===== src/rtl/xibus_master_seq_if.sv =====
// Local-bus master sequencer signal bundle: requester handshake, arbiter/target
// inputs and the strobes driven back toward the bus transceivers.
interface xibus_master_seq_if;
    logic       REQ;
    logic       WR;
    logic       GNT;
    logic       ACKL;
    logic [1:0] TMIN;
    logic       ARBL;
    logic       STARTL;
    logic       MASTER;
    logic       ADRCY;
    logic       DTACY;
    logic       TM1L;
    logic       BUSY;
    logic       DONE;
    logic       ERR;
    logic       TOUT;

    modport master (
        input  REQ, WR, GNT, ACKL, TMIN,
        output ARBL, STARTL, MASTER, ADRCY, DTACY, TM1L, BUSY, DONE, ERR, TOUT
    );

    modport slave (
        output REQ, WR, GNT, ACKL, TMIN,
        input  ARBL, STARTL, MASTER, ADRCY, DTACY, TM1L, BUSY, DONE, ERR, TOUT
    );
endinterface


===== src/rtl/xibus_master_seq.sv =====
// Local-bus master transaction sequencer: arbitrate, address load/cycle, data
// cycle with ACKL wait, timeout and bounded target-retry; registered strobes.
module xibus_master_seq #(
    parameter int TIMEOUT_CYC = 255,
    parameter int MAX_RETRY   = 3
) (
    input  logic                CLK,
    input  logic                RESETL,
    xibus_master_seq_if.master  bus
);

    // Termination kind is folded into the END state so every output decodes
    // from the state register alone.
    typedef enum logic [2:0] {
        S_IDLE,
        S_ARB,
        S_LOAD,
        S_ADR,
        S_DATA,
        S_END_OK,
        S_END_ERR,
        S_END_TO
    } state_t;

    localparam logic [7:0] TO_LAST = 8'(TIMEOUT_CYC - 1);
    localparam logic [3:0] RMAX    = 4'(MAX_RETRY);

    state_t     state, state_nxt;
    logic [7:0] tcnt, tcnt_nxt;
    logic [3:0] rcnt, rcnt_nxt;
    logic       wr_lat, wr_lat_nxt;

    logic arbl_d, startl_d, master_d, adrcy_d, dtacy_d, busy_d, done_d, err_d, tout_d;
    logic arbl_q, startl_q, master_q, adrcy_q, dtacy_q, busy_q, done_q, err_q, tout_q;

    // State, counters, latched direction and registered strobes
    always_ff @(posedge CLK) begin
        if (!RESETL) begin
            state    <= S_IDLE;
            tcnt     <= 8'd0;
            rcnt     <= 4'd0;
            wr_lat   <= 1'b1;
            arbl_q   <= 1'b1;
            startl_q <= 1'b1;
            master_q <= 1'b0;
            adrcy_q  <= 1'b0;
            dtacy_q  <= 1'b0;
            busy_q   <= 1'b0;
            done_q   <= 1'b0;
            err_q    <= 1'b0;
            tout_q   <= 1'b0;
        end else begin
            state    <= state_nxt;
            tcnt     <= tcnt_nxt;
            rcnt     <= rcnt_nxt;
            wr_lat   <= wr_lat_nxt;
            arbl_q   <= arbl_d;
            startl_q <= startl_d;
            master_q <= master_d;
            adrcy_q  <= adrcy_d;
            dtacy_q  <= dtacy_d;
            busy_q   <= busy_d;
            done_q   <= done_d;
            err_q    <= err_d;
            tout_q   <= tout_d;
        end
    end

    // Next-state and counter update
    always_comb begin
        state_nxt  = state;
        tcnt_nxt   = tcnt;
        rcnt_nxt   = rcnt;
        wr_lat_nxt = wr_lat;
        case (state)
            S_IDLE: begin
                if (bus.REQ) begin
                    wr_lat_nxt = bus.WR;
                    rcnt_nxt   = 4'd0;
                    state_nxt  = S_ARB;
                end
            end
            S_ARB: begin
                if (bus.GNT) state_nxt = S_LOAD;
            end
            S_LOAD: state_nxt = S_ADR;
            S_ADR: begin
                tcnt_nxt  = 8'd0;
                state_nxt = S_DATA;
            end
            S_DATA: begin
                // An acknowledge on the final timeout clock still completes.
                if (!bus.ACKL) begin
                    case (bus.TMIN)
                        2'b00:   state_nxt = S_END_OK;
                        2'b11: begin
                            if (rcnt < RMAX) begin
                                rcnt_nxt  = rcnt + 4'd1;
                                state_nxt = S_ARB;
                            end else begin
                                state_nxt = S_END_ERR;
                            end
                        end
                        default: state_nxt = S_END_ERR;
                    endcase
                end else if (tcnt == TO_LAST) begin
                    state_nxt = S_END_TO;
                end else begin
                    tcnt_nxt = tcnt + 8'd1;
                end
            end
            S_END_OK, S_END_ERR, S_END_TO: state_nxt = S_IDLE;
            default: state_nxt = S_IDLE;
        endcase
    end

    // Output decode of the upcoming state, captured into the output flops
    always_comb begin
        arbl_d   = 1'b1;
        startl_d = 1'b1;
        master_d = 1'b0;
        adrcy_d  = 1'b0;
        dtacy_d  = 1'b0;
        busy_d   = 1'b1;
        done_d   = 1'b0;
        err_d    = 1'b0;
        tout_d   = 1'b0;
        case (state_nxt)
            S_IDLE:  busy_d = 1'b0;
            S_ARB:   arbl_d = 1'b0;
            S_LOAD:  master_d = 1'b1;
            S_ADR: begin
                master_d = 1'b1;
                adrcy_d  = 1'b1;
                startl_d = 1'b0;
            end
            S_DATA: begin
                master_d = 1'b1;
                dtacy_d  = 1'b1;
            end
            S_END_OK: done_d = 1'b1;
            S_END_ERR: begin
                done_d = 1'b1;
                err_d  = 1'b1;
            end
            S_END_TO: begin
                done_d = 1'b1;
                err_d  = 1'b1;
                tout_d = 1'b1;
            end
            default: busy_d = 1'b0;
        endcase
    end

    assign bus.ARBL   = arbl_q;
    assign bus.STARTL = startl_q;
    assign bus.MASTER = master_q;
    assign bus.ADRCY  = adrcy_q;
    assign bus.DTACY  = dtacy_q;
    assign bus.TM1L   = wr_lat;
    assign bus.BUSY   = busy_q;
    assign bus.DONE   = done_q;
    assign bus.ERR    = err_q;
    assign bus.TOUT   = tout_q;

endmodule


===== src/flat_wrapper.sv =====
// flat-port wrapper written by rule: the top's interface ports become plain ports
module xibus_master_seq_flat 
#(
    parameter int TIMEOUT_CYC = 255,
    parameter int MAX_RETRY   = 3
)
  (CLK, RESETL, bus_REQ, bus_WR, bus_GNT, bus_ACKL, bus_TMIN, bus_ARBL, bus_STARTL, bus_MASTER, bus_ADRCY, bus_DTACY, bus_TM1L, bus_BUSY, bus_DONE, bus_ERR, bus_TOUT);
  xibus_master_seq_if bus_i ();
  input  logic CLK;
  input  logic RESETL;
  input wire logic [$bits(bus_i.REQ)-1:0] bus_REQ;
  input wire logic [$bits(bus_i.WR)-1:0] bus_WR;
  input wire logic [$bits(bus_i.GNT)-1:0] bus_GNT;
  input wire logic [$bits(bus_i.ACKL)-1:0] bus_ACKL;
  input wire logic [$bits(bus_i.TMIN)-1:0] bus_TMIN;
  output wire logic [$bits(bus_i.ARBL)-1:0] bus_ARBL;
  output wire logic [$bits(bus_i.STARTL)-1:0] bus_STARTL;
  output wire logic [$bits(bus_i.MASTER)-1:0] bus_MASTER;
  output wire logic [$bits(bus_i.ADRCY)-1:0] bus_ADRCY;
  output wire logic [$bits(bus_i.DTACY)-1:0] bus_DTACY;
  output wire logic [$bits(bus_i.TM1L)-1:0] bus_TM1L;
  output wire logic [$bits(bus_i.BUSY)-1:0] bus_BUSY;
  output wire logic [$bits(bus_i.DONE)-1:0] bus_DONE;
  output wire logic [$bits(bus_i.ERR)-1:0] bus_ERR;
  output wire logic [$bits(bus_i.TOUT)-1:0] bus_TOUT;
  assign bus_i.REQ = bus_REQ;
  assign bus_i.WR = bus_WR;
  assign bus_i.GNT = bus_GNT;
  assign bus_i.ACKL = bus_ACKL;
  assign bus_i.TMIN = bus_TMIN;
  assign bus_ARBL = bus_i.ARBL;
  assign bus_STARTL = bus_i.STARTL;
  assign bus_MASTER = bus_i.MASTER;
  assign bus_ADRCY = bus_i.ADRCY;
  assign bus_DTACY = bus_i.DTACY;
  assign bus_TM1L = bus_i.TM1L;
  assign bus_BUSY = bus_i.BUSY;
  assign bus_DONE = bus_i.DONE;
  assign bus_ERR = bus_i.ERR;
  assign bus_TOUT = bus_i.TOUT;
  xibus_master_seq #(.TIMEOUT_CYC(TIMEOUT_CYC), .MAX_RETRY(MAX_RETRY)) u_core (.CLK(CLK), .RESETL(RESETL), .bus(bus_i));
endmodule

===== config.mk =====
export PLATFORM = sky130hd
export DESIGN_NAME = xibus_master_seq_flat
export DESIGN_NICKNAME = d
export VERILOG_FILES = /design/src/rtl/xibus_master_seq_if.sv /design/src/rtl/xibus_master_seq.sv /design/src/flat_wrapper.sv
export SDC_FILE = /design/constraint.sdc
export NUM_CORES = 1
export LEC_CHECK = 0
export BUFFER_PORTS_ARGS = -buffer_cell sky130_fd_sc_hd__buf_2
export CORE_MARGIN = 10
export CORE_UTILIZATION = 40
export DETAILED_ROUTE_END_ITERATION = 16
export PLACE_DENSITY = 0.59
export SLEW_MARGIN = 5
export SYNTH_ARGS = -nofsm -noshare
export SYNTH_HDL_FRONTEND = slang
export SYNTH_SLANG_ARGS = --single-unit

===== constraint.sdc =====
create_clock -name CLK -period 2 [get_ports CLK]
set_input_delay 0.1 -clock CLK [delete_from_list [all_inputs] [get_ports CLK]]
set_output_delay 0.1 -clock CLK [all_outputs]
set_load 0.005 [all_outputs]

==> impl_metrics.json <==
{
  "syn_to_final_growth_pct": 15.2,
  "layout_commonest_cell": "dfxtp_1",
  "cts_tree": "built",
  "synth_largest_area_cell": "dfxtp_1",
  "stdcell_count": 197,
  "crit_arrival_ns": 2.11,
  "finalSetupViolations": 0,
  "finalCritPeriodShare_pct": 95.0,
  "ctsLongestPathBuffers": 2,
  "fp.coreArea_sq_um": 3050,
  "p_int_w": 0.000666,
  "clk_latency_ns": 0.32,
  "globalplace.congestion": 0.782,
  "tns_ns": 0,
  "port_buffers": 17,
  "synth.area.mux_share_pct": 1.57,
  "synth_xor_xnor_area_share_pct": 3.43,
  "cp-start-kind": "register",
  "hold_viol": 0,
  "timing.critical_path.to": "u_core.bus.STARTL$_SDFF_PN1_",
  "power.density_nw_per_um2": 613,
  "synth-main-ff-cell": "dfxtp_1",
  "power.total_w": 0.000902,
  "tightest_slew_ns": 0.392,
  "crit_required_ns": 2.21,
  "syn_nets": 143,
  "wire_per_inst_um": 13.3,
  "p_switching_w": 0.000236,
  "cp-end-kind": "register",
  "grt_setup_unrepaired": "no",
  "die_h_um": 76.5,
  "path_clk_slew_ns": 0.13,
  "grt_first_pass_wirelength_um": 4620,
  "power_frac_comb_pct": 16.4,
  "ys_seq_area_share_pct": 39.2,
  "vias_per_cell": 5.14,
  "hold_path.class": "input port to register",
  "fill_cells": 312,
  "ys_seq_elements": 25,
  "critPathKind": "register to register",
  "yosys.area.top_type_share_pct": 39.2,
  "place_hpwl_um": 2020,
  "numCtsBuffers": 3,
  "final_util_pct": 48.2,
  "fp.dieW_um": 76.5,
  "dp_cells": 189,
  "leakage_nw": 0.585,
  "grt_usage_pct": 9.19,
  "ant_nets": 0,
  "grt_start_max_net_pins": 15,
  "startpoint": "u_core.state[1]$_SDFF_PN0_",
  "synth_edf_count": 0,
  "p_seq_share_pct": 59.0,
  "crit_fanout": 11,
  "h-tree-depth": 1,
  "synthArstFlopShare_pct": 0,
  "synth_top_family_by_area": "simple AND/OR/NAND/NOR gates",
  "num_io_pins": 18,
  "worstReg2RegEnd": "u_core.bus.STARTL$_SDFF_PN1_",
  "r2r_cells": 6,
  "antenna_cells": 0,
  "synth_cell_types": 44,
  "drive_above_1_share_pct": 25.5,
  "fin_crit_ns": 1.90,
  "swShare_pct": 26.2,
  "drc": 0,
  "max_freq_mhz": 526,
  "wl_um": 2630,
  "synthCells": 130,
  "synthSimpleGateAreaFrac_pct": 26.0,
  "cts_root_buffer": "clkbuf_4",
  "via_count": 1013,
  "grt_pass1_vias": 987,
  "power_frac_clock_pct": 24.6,
  "dr.pass1.iters": 4,
  "drt_iter0_markers": 92,
  "synth-compound-area-share_pct": 20.8,
  "ys_top_cells_by_area": "dfxtp_1 39%, ha_1 4.9%, nor4b_4 3.7%",
  "cts_sinks": 25,
  "synthesis.area_sq_um": 1280,
  "drv_slew": 0,
  "min_path_cells": 2,
  "reg2reg_slack_ns": 0.10,
  "ir_worst_vdd_mv": 0.364,
  "start_util_pct": 41.8,
  "nNetsFinal": 167,
  "maxCapViolations": 0,
  "avgSynthCellArea_sq_um": 9.83,
  "slew_headroom_pct": 73.6,
  "rows": 20,
  "die_area_sq_um": 5850,
  "grt_antenna_before_repair": 0,
  "fin_skew_ns": 0.00606,
  "grt_remaining_overflow": 0,
  "mostFrequentLayoutCells": "22 x dfxtp_1, 17 x buf_2, 10 x nor2_1",
  "r2r-start": "u_core.state[1]$_SDFF_PN0_",
  "synthAdderAreaFrac_pct": 4.90,
  "yosysWarningCount": 0,
  "status": "finished, final reports clean"
}
flip-flops by register name (all words and copies together) (netlist names):
name               cells
u_core.state           3
u_core.bus.ARBL        1
u_core.rcnt            4
u_core.bus.TM1L        1
u_core.tcnt            8
u_core.bus.ERR         1
u_core.bus.MASTER      1
u_core.bus.DTACY       1
u_core.bus.BUSY        1
u_core.bus.ADRCY       1
u_core.bus.TOUT        1
u_core.bus.STARTL      1
u_core.bus.DONE        1
power by group through the flow:
stage                     clock network (W)  logic [W]  registers (W)
after floorplan                           0   0.000103       0.000532
after global placement                    0   0.000134       0.000541
after detailed placement                  0   0.000137       0.000542
after CTS                          0.000234   0.000139       0.000531
after global routing               0.000252   0.000164       0.000535
final                              0.000221   0.000148       0.000532
worst max-delay path: stages (launching register included):
cell	delay [ns]
dfxtp_2	0.42
or3b_4	0.46
a2111oi_4	0.38
a311oi_4	0.08
buf_4	0.17
buf_4	0.13
nand3b_1	0.15
through the flow:
stage	hold slack, ns	setup WS [ns]	cell area (sq um)
final	0.0830	0.100	1470
after global routing	0.0885	0.0295	1470
after CTS	0.0758	0.0760	1450
after detailed placement	0.318	0.101	1410
after global placement	0.315	0.156	1410
after floorplan	0.216	0.233	1280
worst min-delay path by stage:
stage | from | slack [ns] | endpoint
global route | RESETL | 0.09 | u_core.bus.TM1L$_SDFFE_PN1P_
detailed placement | bus_WR | 0.32 | u_core.bus.TM1L$_SDFFE_PN1P_
global placement | bus_WR | 0.32 | u_core.bus.TM1L$_SDFFE_PN1P_
finish | RESETL | 0.08 | u_core.bus.TM1L$_SDFFE_PN1P_
floorplan | RESETL | 0.22 | u_core.bus.MASTER$_SDFF_PN0_
CTS | RESETL | 0.08 | u_core.bus.TM1L$_SDFFE_PN1P_
cells by family (layout without fill, tap and decap cells):
kind of cell             after synthesis  count (layout)
XOR/XNOR                               5               5
multiplexers                           2               2
AND/OR/NAND/NOR                       50              50
adder cells (fa/ha/maj)                5               5
AO/OA/AOI/OAI                         31              31
flip-flops                            25              25
buffers and inverters                 12              35
cell type report:
cell class / instances / area (sq um) / share of cell area [%]
multi-input combinational: 93 / 723 / 49.1
tap: 44 / 55.1 / 3.74
sequential: 25 / 504 / 34.3
inverter: 8 / 30.0 / 2.04
timing repair buffer: 23 / 133 / 9.01
clock buffer: 4 / 26.3 / 1.79
Yosys cell counts (3+ instances only):
| library cell | count |
|---|---|
| o21ai_0 | 4 |
| a211oi_1 | 3 |
| nor2_1 | 10 |
| nand3b_1 | 4 |
| nor2b_1 | 3 |
| and2_1 | 3 |
| xnor2_1 | 5 |
| dfxtp_1 | 25 |
| nand2_1 | 8 |
| o21bai_1 | 3 |
| nand3_1 | 6 |
| a21oi_1 | 8 |
| inv_1 | 8 |
| ha_1 | 5 |
per-layer routing:
layer | routed length [um] | part of all wire (%) | global-route usage, %
met1 | 1240 | 47 | 10.9
met2 | 1280 | 49 | 15.6
met3 | 94 | 3.6 | 3.18
met4 | 10 | 0.38 | 1.67
met5 | 0 | 0 | 0
what timing repair did:
item                                    in CTS  in global routing
hold endpoints to repair                     1                  0
hold buffers                                 1                  0
setup buffers                                0                  3
gates resized for setup                      0                  3
endpoints found under the setup margin       0                  5
Note: power is estimated with default switching activity, not from simulation.
